==> config.mk <==
export PLATFORM = sky130hd
export DESIGN_NAME = fetch_unit
export DESIGN_NICKNAME = d
export VERILOG_FILES = /design/src/rtl/cpu_defs.sv /design/src/rtl/fetch_addr_check.sv /design/src/rtl/fetch_unit.sv
export SDC_FILE = /design/constraint.sdc
export NUM_CORES = 1
export LEC_CHECK = 0
export CORE_UTILIZATION = 35
export CTS_BUF_LIST = sky130_fd_sc_hd__clkbuf_2 sky130_fd_sc_hd__clkbuf_4 sky130_fd_sc_hd__clkbuf_8
export DETAILED_ROUTE_END_ITERATION = 7
export GPL_TIMING_DRIVEN = 0
export PLACE_DENSITY_LB_ADDON = 0.05
export SYNTH_ARGS = -nofsm -noshare
export SYNTH_HDL_FRONTEND = slang
export SYNTH_SLANG_ARGS = --single-unit
==> constraint.sdc <==
create_clock -name clk -period 1.75 [get_ports clk]
set_input_delay 0.4375 -clock clk [delete_from_list [all_inputs] [get_ports clk]]
set_output_delay 0.4375 -clock clk [all_outputs]
set_load 0.01 [all_outputs]
==> src/rtl/cpu_defs.sv <==
// Shared definitions for the P7 pipelined MIPS core.
// Holds the reset/exception PCs, the instruction-memory window and the
// exception codes used when building the F/D pipeline register.
package cpu_defs;

    // PC value loaded by reset
    localparam logic [31:0] PC_RESET  = 32'h0000_3000;
    // Exception / interrupt handler entry point
    localparam logic [31:0] EXC_ENTRY = 32'h0000_4180;

    // Instruction-memory window (must match the instruction memory itself)
    localparam logic [31:0] IM_BASE   = 32'h0000_3000;
    localparam int unsigned IM_WORDS  = 4096;
    // Highest legal word address: IM_BASE + 4*IM_WORDS - 4
    localparam logic [31:0] IM_LAST   = IM_BASE + 32'(IM_WORDS * 4) - 32'd4;

    // Exception codes carried down the pipe
    localparam logic [4:0]  EXC_NONE  = 5'd0;
    localparam logic [4:0]  EXC_ADEL  = 5'd4;

    // Bubble instruction (sll $0,$0,0)
    localparam logic [31:0] NOP       = 32'h0000_0000;

    // True when a byte address is word aligned
    function automatic logic is_word_aligned(input logic [31:0] addr);
        return (addr[1:0] == 2'b00);
    endfunction

endpackage : cpu_defs

==> src/rtl/fetch_addr_check.sv <==
// Address-error check for a word fetch.
// Flags an address that is misaligned or falls outside the window
// [LO_ADDR, HI_ADDR] (unsigned compare). Purely combinational so it can be
// reused by a data-side checker with a different window.
// Ports:
//   pc   - byte address being fetched
//   adel - 1 when the fetch must raise an address-error-on-load exception
module fetch_addr_check
    import cpu_defs::*;
#(
    parameter logic [31:0] LO_ADDR = IM_BASE,
    parameter logic [31:0] HI_ADDR = IM_LAST
) (
    input  logic [31:0] pc,
    output logic        adel
);

    logic misaligned_s;
    logic below_s;
    logic above_s;

    // Classify the address against alignment and window bounds
    always_comb begin
        misaligned_s = !is_word_aligned(pc);
        below_s      = (pc < LO_ADDR);
        above_s      = (pc > HI_ADDR);
        adel         = misaligned_s | below_s | above_s;
    end

endmodule : fetch_addr_check

==> src/rtl/fetch_unit.sv <==
// Instruction-fetch stage of the P7 pipelined MIPS core.
// Owns the PC, drives the instruction-memory address (memory answers in the
// same cycle), checks the fetch for AdEL and loads the F/D pipeline register.
// Redirect priority on every edge: req > eret > stall > br_taken > pc+4.
// Ports:
//   clk, reset (async, active-low)
//   stall        - hold PC and F/D
//   br_taken / br_target / is_branch_d - D-stage redirect and delay-slot flag
//   req, eret, epc - CP0 exception entry and return
//   im_addr / im_instr - instruction-memory interface
//   pc_f         - current PC
//   instr_d, pc_d, exccode_d, bd_d - F/D register outputs
module fetch_unit
    import cpu_defs::*;
(
    input  logic        clk,
    input  logic        reset,
    input  logic        stall,
    input  logic        br_taken,
    input  logic [31:0] br_target,
    input  logic        is_branch_d,
    input  logic        req,
    input  logic        eret,
    input  logic [31:0] epc,
    output logic [31:0] im_addr,
    input  logic [31:0] im_instr,
    output logic [31:0] pc_f,
    output logic [31:0] instr_d,
    output logic [31:0] pc_d,
    output logic [4:0]  exccode_d,
    output logic        bd_d
);

    logic [31:0] pc_r;
    logic [31:0] pc_next_s;
    logic        adel_f_s;
    logic [31:0] instr_f_s;
    logic [4:0]  exc_f_s;
    logic        flush_s;

    logic [31:0] instr_d_r;
    logic [31:0] pc_d_r;
    logic [4:0]  exccode_d_r;
    logic        bd_d_r;

    fetch_addr_check #(
        .LO_ADDR (IM_BASE),
        .HI_ADDR (IM_LAST)
    ) u_addr_check (
        .pc   (pc_r),
        .adel (adel_f_s)
    );

    // Squash illegal fetches so a bad address never reaches decode
    always_comb begin
        instr_f_s = im_instr;
        exc_f_s   = EXC_NONE;
        if (adel_f_s) begin
            instr_f_s = NOP;
            exc_f_s   = EXC_ADEL;
        end else begin
            instr_f_s = im_instr;
            exc_f_s   = EXC_NONE;
        end
    end

    // Next-PC selection; a stalled redirect is re-presented by D later
    always_comb begin
        pc_next_s = pc_r + 32'd4;
        flush_s   = req | eret;
        if (req) begin
            pc_next_s = EXC_ENTRY;
        end else if (eret) begin
            pc_next_s = epc;
        end else if (stall) begin
            pc_next_s = pc_r;
        end else if (br_taken) begin
            pc_next_s = br_target;
        end else begin
            pc_next_s = pc_r + 32'd4;
        end
    end

    // PC register
    always_ff @(posedge clk or negedge reset) begin
        if (!reset) begin
            pc_r <= PC_RESET;
        end else begin
            pc_r <= pc_next_s;
        end
    end

    // F/D register; a flush bubble carries the redirect PC so CP0 sees a
    // meaningful PC even for an empty slot
    always_ff @(posedge clk or negedge reset) begin
        if (!reset) begin
            instr_d_r   <= NOP;
            pc_d_r      <= PC_RESET;
            exccode_d_r <= EXC_NONE;
            bd_d_r      <= 1'b0;
        end else if (flush_s) begin
            instr_d_r   <= NOP;
            pc_d_r      <= pc_next_s;
            exccode_d_r <= EXC_NONE;
            bd_d_r      <= 1'b0;
        end else if (!stall) begin
            instr_d_r   <= instr_f_s;
            pc_d_r      <= pc_r;
            exccode_d_r <= exc_f_s;
            bd_d_r      <= is_branch_d;
        end else begin
            instr_d_r   <= instr_d_r;
            pc_d_r      <= pc_d_r;
            exccode_d_r <= exccode_d_r;
            bd_d_r      <= bd_d_r;
        end
    end

    assign im_addr   = pc_r;
    assign pc_f      = pc_r;
    assign instr_d   = instr_d_r;
    assign pc_d      = pc_d_r;
    assign exccode_d = exccode_d_r;
    assign bd_d      = bd_d_r;

endmodule : fetch_unit

# After elaboration in Yosys (flattened, before gate mapping)
# Index checks and enable logic that the tools add are counted.
[word_totals]
regBits = 102
out_inout_bits = 134
elab_cells = 28
[op_classes]
eq_ne = 1
bitwise_logic = 3
reduce_logical = 2
n_lt_le_gt_ge = 2
muxes = 14
n_addsub = 1
[op_table]
columns = ["op", "n"]
rows = [
  ["2-to-1 mux 32 bit", 9],
  ["adder 32 x 3 -> 32 bit, second input constant", 1],
  ["greater-than comparator 32 x 15 -> 1 bit, second input constant", 1],
  ["< comparator 32 x 14 -> 1 bit, second input constant", 1],
  ["2-to-1 mux 5 bit", 2],
  ["2-to-1 mux 3 bit", 1],
  ["bitwise OR 1 bit", 3],
  ["zero test 2 bit", 1],
  ["2-to-1 mux 1 bit", 2],
  ["inequality test 2 x 1 -> 1 bit, second input constant", 1],
  ["zero test 1 bit", 1],
]

# Depth between registers and ports, before layout
# Gate-level depths: netlist of the first run.
[depth]
word_depth = 7
depth_mapped = 7
mapped_depth_nobuf = 5

# Cells and area by module
# Synthesis of the first run repeated with hierarchy kept, for this count alone.
[hier_totals]
hier_cells = 649
area_unflattened_um2 = 5719.2
[modules_own_cells]
columns = ["module", "seq_area_each_um2", "area_each_um2", "instances", "cells_per_inst"]
rows = [
  ["fetch_unit", 2457.4, 5664.2, 1, 640],
  ["fetch_addr_check", 0.0, 55.1, 1, 9],
]

# Least setup slack after synthesis of the first run
# OpenSTA, ideal clock, no wires.
[synth_timing]
path_kind = "flip-flop to flip-flop"
startpoint = "register pc_r[13], in the netlist im_addr[13]"
endpoint = "register pc_r[25], in the netlist im_addr[25]"
period_less_slack_ns = 1.913
stages_incl_launch_ff = 6
n_path_buf = 1
arrival_ns = 1.777
slack_ns = -0.163
path_cell_list = "dfstp_2 -> nand4_4 -> or4_1 -> buf_2 -> o311ai_1 -> nand3_1"
[synth_via]
elab_chain_cells = 5
[synth_rtl]
columns = ["item", "line_no", "text"]
rows = [
  ["from (decl)", "fetch_unit.sv:34", "logic [31:0] pc_r;"],
  ["from (signal assigned)", "fetch_unit.sv:89", "pc_r <= pc_next_s;"],
  ["adder 32 x 3 -> 32 bit", "fetch_unit.sv:80", "pc_next_s = pc_r + 32'd4;"],
  ["2-to-1 mux 32 bit", "fetch_unit.sv:77", "end else if (br_taken) begin"],
  ["2-to-1 mux 32 bit", "fetch_unit.sv:75", "end else if (stall) begin"],
  ["2-to-1 mux 32 bit", "fetch_unit.sv:73", "end else if (eret) begin"],
  ["2-to-1 mux 32 bit", "fetch_unit.sv:71", "if (req) begin"],
  ["via pc_next_s[25]", "fetch_unit.sv:35", "logic [31:0] pc_next_s;"],
]
# The timed path passes the listed nets, and every way through them passes these cells.
# A chain may end at the register's enable or synchronous reset.

# Worst setup path in the final report of the first run
[layout_timing]
startpoint = "register pc_r[12], in the netlist im_addr[12]"
endpoint = "register pc_r[29], in the netlist im_addr[29]"
# Same word-level chain as after synthesis.

==> impl_metrics.toml, run 1 <==
[outcome]
status = "finished with violations"
violations = "negative setup slack"

[yosys]
synth_common_cells = "dfrtp_1 (94), nand2_1 (44), a21oi_1 (42)"
netlist_area_um2 = 5640
async_reset_ff_share_pct = 100
ys_types = 64
ys.flop_type = "dfrtp_1"
syn-instance-count = 605
synth_edf_count = 0
ys_seq_area_share_pct = 43.6
yosysMostFrequentCell = "dfrtp_1"
yosys.area.top_type_share_pct = 41.7
synth_largest_area_cell = "dfrtp_1"
synth_area_leaders = "dfrtp_1 (42%), a22o_1 (5.1%), buf_4 (4.8%)"
ys_ff_latch = 98
yosys_warnings = 0
syn_area_per_cell_um2 = 9.32

[floorplan]
rows = 46
die_y_um = 129
chipWidth_um = 129
core_region_area_um2 = 15800
ios = 237
dieArea_um2 = 16600
initial_core_util_pct = 35.6

[route]
drt-wirelength-per-cell_um = 21.2
drt_wl_total_um = 24700
drtAntennaViolNets = 0
routed_via_density = 5.50
firstDrtPassIters = 5
drt_iter0_drc = 415
dr_total_vias = 6393
drc = 0

[critical_path]
r2r_cells = 6
cp.arrival_ns = 2.16
required_ns = 2.02
critical-path-max-stage-delay_ns = 0.57
worst-setup-path-type = "flop to flop"
cp_slowest_cell = "dfstp_2"
end_kind = "flop"
crit_path_cell_trace = "buf_6 -> nand4_4 -> or4_4 -> buf_12 -> nor4_4 -> nor4b_2"
crit_path_max_fanout = 6
reg2reg_from = "im_addr[12]"
worstSetupStartpointType = "flop"
rr_endpoint = "im_addr[29]"
r2r_slack_ns = -0.14

[grt]
grt-busiest-layer = "met2"
met3_usage_pct = 5.41
met1_usage_pct = 36.8
use_met2_pct = 50.8
grt_pass1_wl_um = 36900
grt_pass1_vias = 6318
gr-total-overflow = 0
grtUsageTotal_pct = 29.7
grt_start_max_net_pins = 70
antenna_found_initial = 0

[cells_and_area]
syn_to_final_growth_pct = 74.4
final_util_pct = 62.1
antenna_cells = 0
drive_above_1_share_pct = 31.2
fin_area_um2 = 9830
fin_nets = 1046

[clock_tree]
clockBufferDepth = 2
cts_tree = "built"
clk_latency_ns = 0.39
cts_max_level = 3
path_clk_slew_ns = 0.11
cts.sinks = 98
cts_made_buffers = 9
clockRootBuffer = "clkbuf_8"

[pwr]
p_leak_nw = 5.01
power_frac_comb_pct = 29.9
swShare_pct = 32.0
ir_worst_vdd_v = 0.000369
total_power_mw = 5.83
p_seq_share_pct = 42.4
powerDensity_nw_per_um2 = 593
power.switching_mw = 1.87
intPower_mw = 3.96
clkPwrFrac_pct = 27.7

[sta]
finClkSkew_ns = 0.0108
fin_tns_setup_ns = -2.69
setup_viol = 46
report.final.slew_viol_count = 0
hold_violations = 0
rsz0062_at_grt = "yes"
final.period_utilization_pct = 108
setup_ws_ns = -0.137
slew_headroom_pct = 63.0
worst_pin_slew_ns = 0.555
max_freq_ghz = 0.530
period_needed_ns = 1.89

[place]
hpwl_um = 16600
gp_congestion = 0.902
port_buffers = 232
placed_cell_area_um2 = 8310

[min_path]
min_to = "instr_d[5]"
hold_class = "flop to flop"
min_from = "instr_d[5]"
holdPathStages = 1

[job]
max_cap_viol_count = 0
## how the worst max path moves through the flow
stage | startpoint | to | slack [ns] | cells past startpoint
2_1_floorplan | im_addr[22] | im_addr[30] | -0.09 | 6
3_3_place_gp | reset | im_addr[3] | -4.04 | 1
3_5_place_dp | req | pc_d[3] | -1.35 | 5
4_1_cts | im_addr[13] | im_addr[29] | -0.15 | 7
5_1_grt | im_addr[13] | im_addr[30] | -0.19 | 5
6_report | im_addr[12] | im_addr[29] | -0.14 | 6
## worst max-delay path, delay by kind of cell (launching register included)
family | cells | cell delay (ns)
DFF | 1 | 0.57
and+or+nand+nor | 4 | 0.90
buffers and inverters | 2 | 0.28
## flip-flops by register name, indices dropped and copies added, names as in the netlist
signal / count
im_addr: 32
instr_d: 32
pc_d: 32
bd_d: 1
exccode_d: 1
## repair_timing
action                                 CTS  global route
setup buffers                           70            23
setup endpoints to repair              201           107
gates resized for setup                272            97
pin swaps                               16            28
hold buffers                             1             0
endpoints found under the hold margin   11             0
gates cloned                             1             0
## cell type report
cell class,instances,area (µm²)
timing repair buffer,326,3070
inverter,18,70.1
clock buffer,9,124
tap,216,270
sequential,98,2490
multi-input combinational,406,3030
fill,1397,5990
buffer,83,699
clock inverter,7,77.6
## cell usage in the layout, fill, tap and decap left out, types with 11 or more instances in the layout
master	n
a211oi_1	14
a21oi_1	40
a22o_1	33
buf_4	124
buf_6	29
clkbuf_2	12
clkbuf_8	14
clkdlybuf4s50_1	100
dfrtp_1	70
dfrtp_2	24
dlygate4sd2_1	88
dlymetal6s2s_1	26
inv_1	17
mux2i_1	27
nand2_1	42
nand4_1	13
nor2_1	28
nor2b_1	11
nor3_1	13
o21ai_0	17
## cells by family after synthesis
family,Yosys count,share of synthesized area (%)
multiplexers,30,5.39
AND/OR/NAND/NOR,195,19.1
flip-flops,98,43.6
XOR/XNOR,2,0.311
buffers and inverters,104,9.58
adder cells (fa/ha/maj),1,0.222
AO/OA/AOI/OAI,174,21.8
other,1,0.0665
## power by group through the flow
| stage | Clock [mW] | Sequential (mW) | Combinational [mW] |
|---|---|---|---|
| floorplan | 0 | 2.58 | 0.557 |
| global placement | 0 | 2.58 | 1.39 |
| detailed placement | 0 | 2.58 | 1.41 |
| CTS | 1.64 | 2.48 | 1.63 |
| global route | 1.72 | 2.49 | 1.85 |
| finish | 1.62 | 2.47 | 1.74 |
## metal layers
| metal | vias to the layer above | wire length [µm] |
|---|---|---|
| met5 | - | 0 |
| met1 | 3140 | 9920 |
| li1 | 2866 | - |
| met4 | 0 | 775 |
| met2 | 326 | 12100 |
| met3 | 61 | 1890 |
## stage by stage
step	setup WS, ns	std cells	hold slack (ns)
2_1_floorplan	-0.0916	608	0.142
3_3_place_gp	-4.04	1056	0.486
3_5_place_dp	-1.35	1057	0.422
4_1_cts	-0.153	1142	0.518
5_1_grt	-0.189	1163	0.534
6_report	-0.137	1163	0.510
(Power assumes the default switching activity.)
==> run 2, diff against run 1 <==
- SETUP_SLACK_MARGIN: not set -> 0.4
==> run 2 against run 1 <==
The flow still finishes with violations (negative setup slack); clock power grew 6%; total power grew 11%; global-route usage grew 1.1 points; clock-buffer cell count grew 2; combinational power grew 31%; fmax shrank 2.3%; sequential cell count is the same; die area is the same; setup slack lost 0.045 ns; non-clock buffer count grew 100; critical path type unchanged; critical endpoint is now im_addr[25]; largest cell class unchanged.
==> impl_metrics.toml, run 2 (synthesis gave the netlist of run 1 again) <==
[cells_and_area]
final_cell_mix = "buf_6 (219), clkdlybuf4s50_1 (97), buf_4 (91), dfrtp_1 (69), buf_2 (54)"
fin_area_um2 = 11300
final_common_cell = "buf_6"
fin_nets = 1146
syn_to_final_growth_pct = 99.9
fin_cells = 1262
drive_above_1_share_pct = 51.1
final_util_pct = 71.2
antenna_cells = 0

[clock_tree]
cts_max_level = 3
cts.sinks = 98
cts_made_buffers = 9
cts_tree = "built"
path_clk_slew_ns = 0.10
cts_hold_buf = 0
clk_latency_ns = 0.38
clockBufferDepth = 2
clockRootBuffer = "clkbuf_8"

[outcome]
violations = "negative setup slack"
status = "finished with violations"

[grt]
grt_pass1_wl_um = 38200
grt_pass1_vias = 6653
grt_start_max_net_pins = 58
grtUsageTotal_pct = 30.8
antenna_found_initial = 0
gr-total-overflow = 0

[critical_path]
r2r_slack_ns = -0.18
end_kind = "flop"
cp.arrival_ns = 2.18
worstSetupStartpointType = "flop"
cp_slowest_cell = "dfstp_2"
crit_path_max_fanout = 6
crit_path_cell_trace = "buf_6 -> nand4_4 -> or4_4 -> buf_8 -> o311ai_4 -> nand3_1"
required_ns = 2.00
critical-path-max-stage-delay_ns = 0.56
worst-setup-path-type = "flop to flop"

[floorplan]
dieArea_um2 = 16600
chipWidth_um = 129
initial_core_util_pct = 35.6
core_region_area_um2 = 15800
die_y_um = 129
rows = 46
ios = 237

[sta]
max_freq_ghz = 0.518
fin_tns_setup_ns = -5.55
finClkSkew_ns = 0.00887
holdWs_ns = 0.0390
rsz0062_at_grt = "yes"
setup_ws_ns = -0.182
period_needed_ns = 1.93
setup_viol = 56
worst_pin_slew_ns = 0.591
slew_headroom_pct = 60.3
final.period_utilization_pct = 110
report.final.slew_viol_count = 0
hold_violations = 0

[route]
routed_via_density = 5.45
drtAntennaViolNets = 0
firstDrtPassIters = 5
dr_total_vias = 6883
drc = 0
drt_iter0_drc = 625
drt_wl_total_um = 26700
drt-wirelength-per-cell_um = 21.1

[place]
port_buffers = 232
gp_congestion = 0.863
numPlacedInstances = 1057
place_worst_setup_slack_ns = -1.00
hpwl_um = 16500
placed_cell_area_um2 = 8510

[pwr]
powerDensity_nw_per_um2 = 575
total_power_mw = 6.49
ir_worst_vdd_v = 0.000477
p_leak_nw = 5.29

[min_path]
hold_class = "input pin to asynchronous set/reset pin"

[job]
max_cap_viol_count = 0
## run 2: final timing paths
| check | start | to | depth (start not counted) |
|---|---|---|---|
| setup / recovery | im_addr[12] | im_addr[25] | 6 |
| hold / removal | reset | pc_d[3] | 1 |
| setup reg to reg | im_addr[12] | im_addr[25] | 6 |
| hold reg to reg | instr_d[6] | instr_d[6] | 1 |
| max in group asynchronous | reset | im_addr[21] | 2 |
| min in group clk | eret | im_addr[12] | 4 |
## run 2: report_power, final
part	total, mW	switching, mW	internal, mW
combinational	2.28	0.982	1.30
sequential	2.48	0.0970	2.38
clock	1.72	0.843	0.880
## run 2: final cells by class
| cell class | count | area (µm²) |
|---|---|---|
| flip-flops and latches | 98 | 2490 |
| inverters | 18 | 72.6 |
| clock inverters | 4 | 73.8 |
| plain buffers | 86 | 982 |
| multi-input cells | 406 | 3130 |
| well taps | 216 | 270 |
| clock buffers | 11 | 151 |
| repair buffers | 423 | 4110 |
| fillers | 1192 | 4560 |
## run 2: worst max-delay path, delay by kind of cell, from the launching register on
kind                   cells  cell delay, ns
flip-flops                 1            0.56
buffers and inverters      2            0.28
AND/OR/NAND/NOR            3            0.75
AO/OA/AOI/OAI              1            0.22
## run 2: what timing repair did
action                                  4_1_cts  5_1_grt
endpoints found under the setup margin      228      226
gates resized for setup                     777      159
setup buffers                               138       47
pin swaps                                    30       53
cloned                                        2        3
## run 2: per-layer routing
metal  up-vias  routed length (µm)  global-route usage, %
met5         -                   0                      0
met4         0                1160                   13.0
met3        89                2210                   6.32
met2       398               12900                   51.1
met1      3318               10400                   39.1
li1       3078                   -                      -
==> run 3, diff against run 2 <==
- HOLD_SLACK_MARGIN: not set -> 0.05
==> results of run 3 <==
Final layout, timing and power as in run 2 (identical DEF).
